==> src/rtl/rf_writeback_queue_if.sv <==
// Handshake and data bundle for the register-file writeback queue.
// master: EXU/LSU producers, the read-operand path and the register file.
// slave : the writeback queue itself.
interface rf_wb_if #(
  parameter int ADDR_WIDTH = 5,
  parameter int DATA_WIDTH = 32,
  parameter int DEPTH      = 2
);
  localparam int CW = $clog2(DEPTH + 1);

  logic                  exu_valid;
  logic                  exu_ready;
  logic [ADDR_WIDTH-1:0] exu_rd;
  logic [DATA_WIDTH-1:0] exu_data;
  logic                  lsu_valid;
  logic                  lsu_ready;
  logic [ADDR_WIDTH-1:0] lsu_rd;
  logic [DATA_WIDTH-1:0] lsu_data;
  logic                  rf_wen;
  logic [ADDR_WIDTH-1:0] rf_rd;
  logic [DATA_WIDTH-1:0] rf_wdata;
  logic [ADDR_WIDTH-1:0] rs1;
  logic [ADDR_WIDTH-1:0] rs2;
  logic [DATA_WIDTH-1:0] rf_busA;
  logic [DATA_WIDTH-1:0] rf_busB;
  logic [DATA_WIDTH-1:0] opA;
  logic [DATA_WIDTH-1:0] opB;
  logic                  hazard;
  logic [CW-1:0]         count;

  modport master (
    output exu_valid, exu_rd, exu_data, lsu_valid, lsu_rd, lsu_data,
    output rs1, rs2, rf_busA, rf_busB,
    input  exu_ready, lsu_ready, rf_wen, rf_rd, rf_wdata, opA, opB, hazard, count
  );

  modport slave (
    input  exu_valid, exu_rd, exu_data, lsu_valid, lsu_rd, lsu_data,
    input  rs1, rs2, rf_busA, rf_busB,
    output exu_ready, lsu_ready, rf_wen, rf_rd, rf_wdata, opA, opB, hazard, count
  );
endinterface

==> src/rtl/rf_writeback_queue.sv <==
// Writeback queue in front of the register-file write port.
// LSU has fixed priority over EXU; accepted writes to x0 are dropped.
// The head entry is written to the register file every cycle the queue is non-empty.
// Optional feature macro: RF_WB_FWD_EN -- forward the youngest matching queued write
// onto opA/opB instead of raising hazard.
module rf_writeback_queue #(
  parameter int ADDR_WIDTH = 5,
  parameter int DATA_WIDTH = 32,
  parameter int DEPTH      = 2
) (
  input logic   clk,
  input logic   rst,
  rf_wb_if.slave wb
);
  localparam int PW = $clog2(DEPTH);
  localparam int CW = $clog2(DEPTH + 1);

  logic [ADDR_WIDTH-1:0] rd_q   [DEPTH];
  logic [DATA_WIDTH-1:0] data_q [DEPTH];
  logic [PW-1:0]         head_q, head_d;
  logic [PW-1:0]         tail_q, tail_d;
  logic [CW-1:0]         count_q, count_d;
  logic [ADDR_WIDTH-1:0] last_rd_q;
  logic [DATA_WIDTH-1:0] last_data_q;

  logic                  not_full_s;
  logic                  lsu_ready_s;
  logic                  exu_ready_s;
  logic                  pop_s;
  logic                  push_s;
  logic [ADDR_WIDTH-1:0] in_rd_s;
  logic [DATA_WIDTH-1:0] in_data_s;
  logic [PW-1:0]         idx_s;
  logic [DATA_WIDTH-1:0] op_a_s;
  logic [DATA_WIDTH-1:0] op_b_s;
  logic                  hazard_s;

  // Ready, arbitration and next-state pointer/count computation
  always_comb begin
    not_full_s  = (count_q != CW'(DEPTH));
    lsu_ready_s = not_full_s & ~rst;
    exu_ready_s = not_full_s & ~wb.lsu_valid & ~rst;
    pop_s       = (count_q != {CW{1'b0}});
    push_s      = 1'b0;
    in_rd_s     = {ADDR_WIDTH{1'b0}};
    in_data_s   = {DATA_WIDTH{1'b0}};
    if (wb.lsu_valid && lsu_ready_s) begin
      push_s    = (wb.lsu_rd != {ADDR_WIDTH{1'b0}});
      in_rd_s   = wb.lsu_rd;
      in_data_s = wb.lsu_data;
    end else if (wb.exu_valid && exu_ready_s) begin
      push_s    = (wb.exu_rd != {ADDR_WIDTH{1'b0}});
      in_rd_s   = wb.exu_rd;
      in_data_s = wb.exu_data;
    end else begin
      push_s    = 1'b0;
    end
    head_d = pop_s  ? head_q + PW'(1) : head_q;
    tail_d = push_s ? tail_q + PW'(1) : tail_q;
    case ({push_s, pop_s})
      2'b10:   count_d = count_q + CW'(1);
      2'b01:   count_d = count_q - CW'(1);
      default: count_d = count_q;
    endcase
  end

  // Pointer, count and last-retired-write registers
  always_ff @(posedge clk) begin
    if (rst) begin
      head_q      <= {PW{1'b0}};
      tail_q      <= {PW{1'b0}};
      count_q     <= {CW{1'b0}};
      last_rd_q   <= {ADDR_WIDTH{1'b0}};
      last_data_q <= {DATA_WIDTH{1'b0}};
    end else begin
      head_q  <= head_d;
      tail_q  <= tail_d;
      count_q <= count_d;
      if (pop_s) begin
        last_rd_q   <= rd_q[head_q];
        last_data_q <= data_q[head_q];
      end else begin
        last_rd_q   <= last_rd_q;
        last_data_q <= last_data_q;
      end
    end
  end

  // Entry storage; only the valid window between head and tail is ever consumed
  always_ff @(posedge clk) begin
    if (push_s) begin
      rd_q[tail_q]   <= in_rd_s;
      data_q[tail_q] <= in_data_s;
    end
  end

`ifdef RF_WB_FWD_EN
  // Scan oldest to youngest so the youngest matching entry wins
  always_comb begin
    op_a_s   = wb.rf_busA;
    op_b_s   = wb.rf_busB;
    hazard_s = 1'b0;
    idx_s    = head_q;
    for (int k = 0; k < DEPTH; k++) begin
      idx_s  = head_q + PW'(k);
      op_a_s = ((k < int'(count_q)) && (rd_q[idx_s] == wb.rs1) &&
                (wb.rs1 != {ADDR_WIDTH{1'b0}})) ? data_q[idx_s] : op_a_s;
      op_b_s = ((k < int'(count_q)) && (rd_q[idx_s] == wb.rs2) &&
                (wb.rs2 != {ADDR_WIDTH{1'b0}})) ? data_q[idx_s] : op_b_s;
    end
  end
`else
  // Stall the EXU while any queued write (head included) targets rs1 or rs2
  always_comb begin
    op_a_s   = wb.rf_busA;
    op_b_s   = wb.rf_busB;
    hazard_s = 1'b0;
    idx_s    = head_q;
    for (int k = 0; k < DEPTH; k++) begin
      idx_s    = head_q + PW'(k);
      hazard_s = hazard_s | ((k < int'(count_q)) &&
                 (((rd_q[idx_s] == wb.rs1) && (wb.rs1 != {ADDR_WIDTH{1'b0}})) ||
                  ((rd_q[idx_s] == wb.rs2) && (wb.rs2 != {ADDR_WIDTH{1'b0}}))));
    end
  end
`endif

  assign wb.exu_ready = exu_ready_s;
  assign wb.lsu_ready = lsu_ready_s;
  assign wb.rf_wen    = pop_s;
  assign wb.rf_rd     = pop_s ? rd_q[head_q]   : last_rd_q;
  assign wb.rf_wdata  = pop_s ? data_q[head_q] : last_data_q;
  assign wb.opA       = op_a_s;
  assign wb.opB       = op_b_s;
  assign wb.hazard    = hazard_s;
  assign wb.count     = count_q;
endmodule

==> src/flat_wrapper.sv <==
// flat-port wrapper written by rule: the top's interface ports become plain ports
module rf_writeback_queue_flat 
#(
  parameter int ADDR_WIDTH = 5,
  parameter int DATA_WIDTH = 32,
  parameter int DEPTH      = 2
)
  (clk, rst, wb_exu_valid, wb_exu_rd, wb_exu_data, wb_lsu_valid, wb_lsu_rd, wb_lsu_data, wb_rs1, wb_rs2, wb_rf_busA, wb_rf_busB, wb_exu_ready, wb_lsu_ready, wb_rf_wen, wb_rf_rd, wb_rf_wdata, wb_opA, wb_opB, wb_hazard, wb_count);
  rf_wb_if #(.ADDR_WIDTH(ADDR_WIDTH), .DATA_WIDTH(DATA_WIDTH), .DEPTH(DEPTH)) wb_i ();
  input logic clk;
  input logic rst;
  input wire logic [$bits(wb_i.exu_valid)-1:0] wb_exu_valid;
  input wire logic [$bits(wb_i.exu_rd)-1:0] wb_exu_rd;
  input wire logic [$bits(wb_i.exu_data)-1:0] wb_exu_data;
  input wire logic [$bits(wb_i.lsu_valid)-1:0] wb_lsu_valid;
  input wire logic [$bits(wb_i.lsu_rd)-1:0] wb_lsu_rd;
  input wire logic [$bits(wb_i.lsu_data)-1:0] wb_lsu_data;
  input wire logic [$bits(wb_i.rs1)-1:0] wb_rs1;
  input wire logic [$bits(wb_i.rs2)-1:0] wb_rs2;
  input wire logic [$bits(wb_i.rf_busA)-1:0] wb_rf_busA;
  input wire logic [$bits(wb_i.rf_busB)-1:0] wb_rf_busB;
  output wire logic [$bits(wb_i.exu_ready)-1:0] wb_exu_ready;
  output wire logic [$bits(wb_i.lsu_ready)-1:0] wb_lsu_ready;
  output wire logic [$bits(wb_i.rf_wen)-1:0] wb_rf_wen;
  output wire logic [$bits(wb_i.rf_rd)-1:0] wb_rf_rd;
  output wire logic [$bits(wb_i.rf_wdata)-1:0] wb_rf_wdata;
  output wire logic [$bits(wb_i.opA)-1:0] wb_opA;
  output wire logic [$bits(wb_i.opB)-1:0] wb_opB;
  output wire logic [$bits(wb_i.hazard)-1:0] wb_hazard;
  output wire logic [$bits(wb_i.count)-1:0] wb_count;
  assign wb_i.exu_valid = wb_exu_valid;
  assign wb_i.exu_rd = wb_exu_rd;
  assign wb_i.exu_data = wb_exu_data;
  assign wb_i.lsu_valid = wb_lsu_valid;
  assign wb_i.lsu_rd = wb_lsu_rd;
  assign wb_i.lsu_data = wb_lsu_data;
  assign wb_i.rs1 = wb_rs1;
  assign wb_i.rs2 = wb_rs2;
  assign wb_i.rf_busA = wb_rf_busA;
  assign wb_i.rf_busB = wb_rf_busB;
  assign wb_exu_ready = wb_i.exu_ready;
  assign wb_lsu_ready = wb_i.lsu_ready;
  assign wb_rf_wen = wb_i.rf_wen;
  assign wb_rf_rd = wb_i.rf_rd;
  assign wb_rf_wdata = wb_i.rf_wdata;
  assign wb_opA = wb_i.opA;
  assign wb_opB = wb_i.opB;
  assign wb_hazard = wb_i.hazard;
  assign wb_count = wb_i.count;
  rf_writeback_queue #(.ADDR_WIDTH(ADDR_WIDTH), .DATA_WIDTH(DATA_WIDTH), .DEPTH(DEPTH)) u_core (.clk(clk), .rst(rst), .wb(wb_i));
endmodule
==> config.mk <==
export PLATFORM = sky130hd
export DESIGN_NAME = rf_writeback_queue_flat
export DESIGN_NICKNAME = d
export VERILOG_FILES = /design/src/rtl/rf_writeback_queue_if.sv /design/src/rtl/rf_writeback_queue.sv /design/src/flat_wrapper.sv
export SDC_FILE = /design/constraint.sdc
export NUM_CORES = 1
export LEC_CHECK = 0
export CELL_PAD_IN_SITES_DETAIL_PLACEMENT = 1
export CELL_PAD_IN_SITES_GLOBAL_PLACEMENT = 2
export CORE_ASPECT_RATIO = 1.75
export CORE_MARGIN = 2
export CORE_UTILIZATION = 25
export CTS_BUF_LIST = sky130_fd_sc_hd__clkbuf_16
export DETAILED_ROUTE_END_ITERATION = 10
export GPL_TIMING_DRIVEN = 0
export PLACE_DENSITY_LB_ADDON = 0.1
export SETUP_SLACK_MARGIN = 0.4
export SYNTH_ARGS = -nofsm -noshare
export SYNTH_HDL_FRONTEND = slang
export SYNTH_SLANG_ARGS = --single-unit
==> constraint.sdc <==
create_clock -name clk -period 5.2 [get_ports clk]
set_input_delay 1.3 -clock clk [delete_from_list [all_inputs] [get_ports clk]]
set_output_delay 1.3 -clock clk [all_outputs]
set_load 0.02 [all_outputs]
==> impl_metrics.json <==
{
  "path_depth": 6,
  "power_density_nw_per_um2": 491.0,
  "required_ns": 3.90,
  "numClockSinks": 116,
  "reg2reg_to": "u_core.data_q[0][15]",
  "timing.final.hold_violations": 0,
  "die_area_um2": 22970,
  "reg2reg_depth": 8,
  "grt_setup_unrepaired": "no",
  "clockPowerShare": 0.302,
  "clock_path_buffers": 2,
  "area.growth.synth_to_final_pct": 54.86,
  "post-route-period-util": 0.8923,
  "drv_cap": 0,
  "syn_inst": 458,
  "n_fill_cell": 2339,
  "cts_tree": "built",
  "synth_simple_gate_area_frac": 0.09604,
  "gr-total-overflow": 0,
  "crit_type": "in -> out",
  "syn_area_per_cell_um2": 11.86,
  "synthAdderAreaFrac": 0.009212,
  "cp_data_arrival_time_ns": 3.34,
  "cts_root_buffer": "clkbuf_16",
  "yosysTopAreaCell": "edfxtp_1",
  "vias": 4251,
  "min_period_ns": 4.640,
  "hpwl_mm": 13.80,
  "hold_class": "reg -> reg",
  "pwr-share-comb": 0.407,
  "post-place-ws_ns": 0.3254,
  "grt_usage": 0.1537,
  "cts_buffers": 17,
  "status": "complete, no violations",
  "drt_iter0_drc": 84,
  "finalSetupViolations": 0,
  "rows": 71,
  "syn_nets": 614,
  "r2r_slack_ns": 2.48,
  "path_cells": "clkdlybuf4s50_1 > or4_4 > o21ai_2 > nor3_1 > or4_1 > dlygate4sd2_1",
  "synth_xor_area_frac": 0.03386,
  "synthTopCellsByArea": "edfxtp_1, dfxtp_1, buf_4",
  "synth_compound_area_frac": 0.09765,
  "ant_nets": 0,
  "crit_buf_inv": 2,
  "cts.htree.levels": 4,
  "grt_pass1_wl_mm": 26.05,
  "maxSlewViolCount": 0,
  "p_leak_nw": 3.139,
  "gp_congestion": 0.8206,
  "synth_edf_count": 74,
  "grt_pass1_vias": 4853,
  "tightestPinTransition_ns": 0.7605,
  "r2r-start": "u_core.wb.count[0]",
  "slowest_stage": "or4_4",
  "cp-start-kind": "input pin",
  "slew_headroom": 0.4930,
  "synth.distinct_cells": 33,
  "switching_share": 0.3409,
  "power.switching_mw": 1.408,
  "synth_warnings": 0,
  "hp-start": "u_core.tail_q",
  "post_drt_wl_per_cell_um": 18.01,
  "synthArstFlopShare": 0,
  "cp_top_family": "simple AND/OR/NAND/NOR gates",
  "coreArea_um2": 21410,
  "clk_latency_ns": 0.41,
  "setup_ws_ns": 0.5602,
  "antenna_found_initial": 0,
  "holdWs_ns": 0.5450,
  "yosysTopAreaCellShare": 0.4090,
  "initial_core_util": 0.2538,
  "antenna_cells": 0,
  "pin_count": 259,
  "post_cts.repair.setup_buffers": 0,
  "grt_max_degree": 24,
  "internal-power_mw": 2.723,
  "drive_gt1_frac": 0.1708,
  "fin_worst_skew_ns": 0.01311,
  "p_seq_frac": 0.291,
  "syn_area_um2": 5433,
  "holdPathEnd": "u_core.tail_q",
  "ir_drop_v": 0.0002261,
  "fmax_ghz": 0.2155,
  "first_pass_iters": 4,
  "synth_top_family_by_area": "buffers and inverters",
  "cp_max_fo": 3,
  "synth_ff_type": "edfxtp_1",
  "avgViaCountPerCell": 4.351,
  "die_x_um": 115.4,
  "wirelength_mm": 17.60,
  "ys_seq_elements": 116,
  "cts_hold_buf": 0,
  "cp-end-kind": "output port",
  "clk_pin_slew_worst_paths_ns": 0.05,
  "remaining_drc_errors": 0,
  "hold_depth": 2,
  "yosysSeqAreaShare": 0.5638,
  "io_buffers": 193,
  "crit_path_max_incr_delay_ns": 0.57,
  "nNetsFinal": 828,
  "fp.dieH_um": 199.0,
  "synthMuxAreaShare": 0.08752
}
## state kept, by name, summed over array words and instances (netlist names), named ones only
signal and cells:
u_core.last_data_q 32, u_core.tail_q 1, u_core.wb.count 2, u_core.rd_q 10
u_core.last_rd_q 5, u_core.head_q 1, u_core.data_q 64
## layer usage
layer	vias to the layer above	track usage	part of all wire	wire, um
met4	0	0.05622	0.016	284
met1	2046	0.1325	0.32	5621
met3	18	0.03991	0.061	1065
li1	2000	-	-	-
met5	-	0	0	0
met2	187	0.3203	0.60	10620
## layout make-up
class / instances / area [um2] / area share
Clock inverter: 15 / 203.9 / 0.02424
Tap cell: 292 / 365.4 / 0.04343
Timing Repair Buffer: 195 / 1971 / 0.2342
Buffer: 89 / 593.1 / 0.07049
Sequential cell: 116 / 3063 / 0.3641
Multi-Input combinational cell: 249 / 1777 / 0.2112
Clock buffer: 17 / 425.4 / 0.05057
Inverter: 4 / 15.01 / 0.001785
## per-stage QoR
stage,total power [mW],setup TNS [ns],instances,area (um2),utilization
floorplan,2.177,0,458,5433,-
global placement,2.904,-23.45,943,7730,0.3611
detailed placement,2.945,0,945,7779,0.3633
CTS,4.209,0,977,8407,0.3927
global route,4.350,0,977,8413,0.3930
finish,4.131,0,977,8413,0.3930
## cell families (layout without fill, tap and decap cells)
group	Yosys count	in the layout
xor+xnor	21	21
compound gates	77	77
fa+ha+maj	4	4
mux	46	46
simple gates	101	101
buf+inv	93	320
flops	116	116
## how the worst max path moves through the flow
stage	start	to	slack [ns]
final	wb_rs1[1]	wb_hazard	0.56
after global routing	wb_rs1[2]	wb_hazard	0.48
after CTS	wb_rs1[2]	wb_hazard	0.55
after detailed placement	wb_rs1[2]	wb_hazard	0.33
after global placement	wb_lsu_valid	u_core.data_q[0][16]	-0.64
after floorplan	rst	u_core.data_q[0][0]	1.18
## cell usage after synthesis, types with 3 or more instances
| cell type | count |
|---|---|
| a21oi_1 | 3 |
| a22o_1 | 37 |
| buf_1 | 3 |
| buf_2 | 9 |
| buf_4 | 64 |
| clkbuf_1 | 12 |
| dfxtp_1 | 42 |
| edfxtp_1 | 74 |
| ha_1 | 4 |
| inv_1 | 3 |
| mux2_2 | 4 |
| mux2i_1 | 40 |
| nand2_1 | 34 |
| nor2_1 | 11 |
| nor2b_1 | 37 |
| nor3_1 | 6 |
| o21ai_0 | 33 |
| or4_1 | 3 |
| xnor2_1 | 6 |
| xor2_1 | 15 |
## cell usage in the layout, fill, tap and decap left out, types with 9 or more instances in the layout
master / synthesis / final
nor2_1: 11 / 10
buf_4: 64 / 64
clkdlybuf4s50_1: 0 / 192
mux2i_1: 40 / 40
nor2b_1: 37 / 37
a22o_1: 37 / 37
clkbuf_1: 12 / 12
xor2_1: 15 / 15
o21ai_0: 33 / 33
clkbuf_16: 0 / 17
nand2_1: 34 / 34
dfxtp_1: 42 / 42
buf_2: 9 / 9
edfxtp_1: 74 / 74
## power by group through the flow
| stage | sequential [mW] | combinational [mW] | clock, mW |
|---|---|---|---|
| 5_1_grt | 1.22 | 1.82 | 1.31 |
| 4_1_cts | 1.21 | 1.73 | 1.28 |
| 3_3_place_gp | 1.22 | 1.68 | 0 |
| 6_report | 1.20 | 1.68 | 1.25 |
| 3_5_place_dp | 1.22 | 1.72 | 0 |
| 2_1_floorplan | 1.22 | 0.958 | 0 |
## worst reg2reg max path: stages, from the launching register on
cell	delay [ns]
dfxtp_1	0.40
inv_1	0.09
ha_1	0.24
nor4b_1	0.57
o21ai_1	0.14
nand2_1	0.13
inv_1	0.09
nor2_4	0.46
buf_12	0.27
## repair_timing
action / CTS / global route
hold endpoints to repair: 0 / 0
resized for setup: 1 / 1
setup endpoints to repair: 1 / 1
No activity file was read; power rests on OpenSTA's default activity.
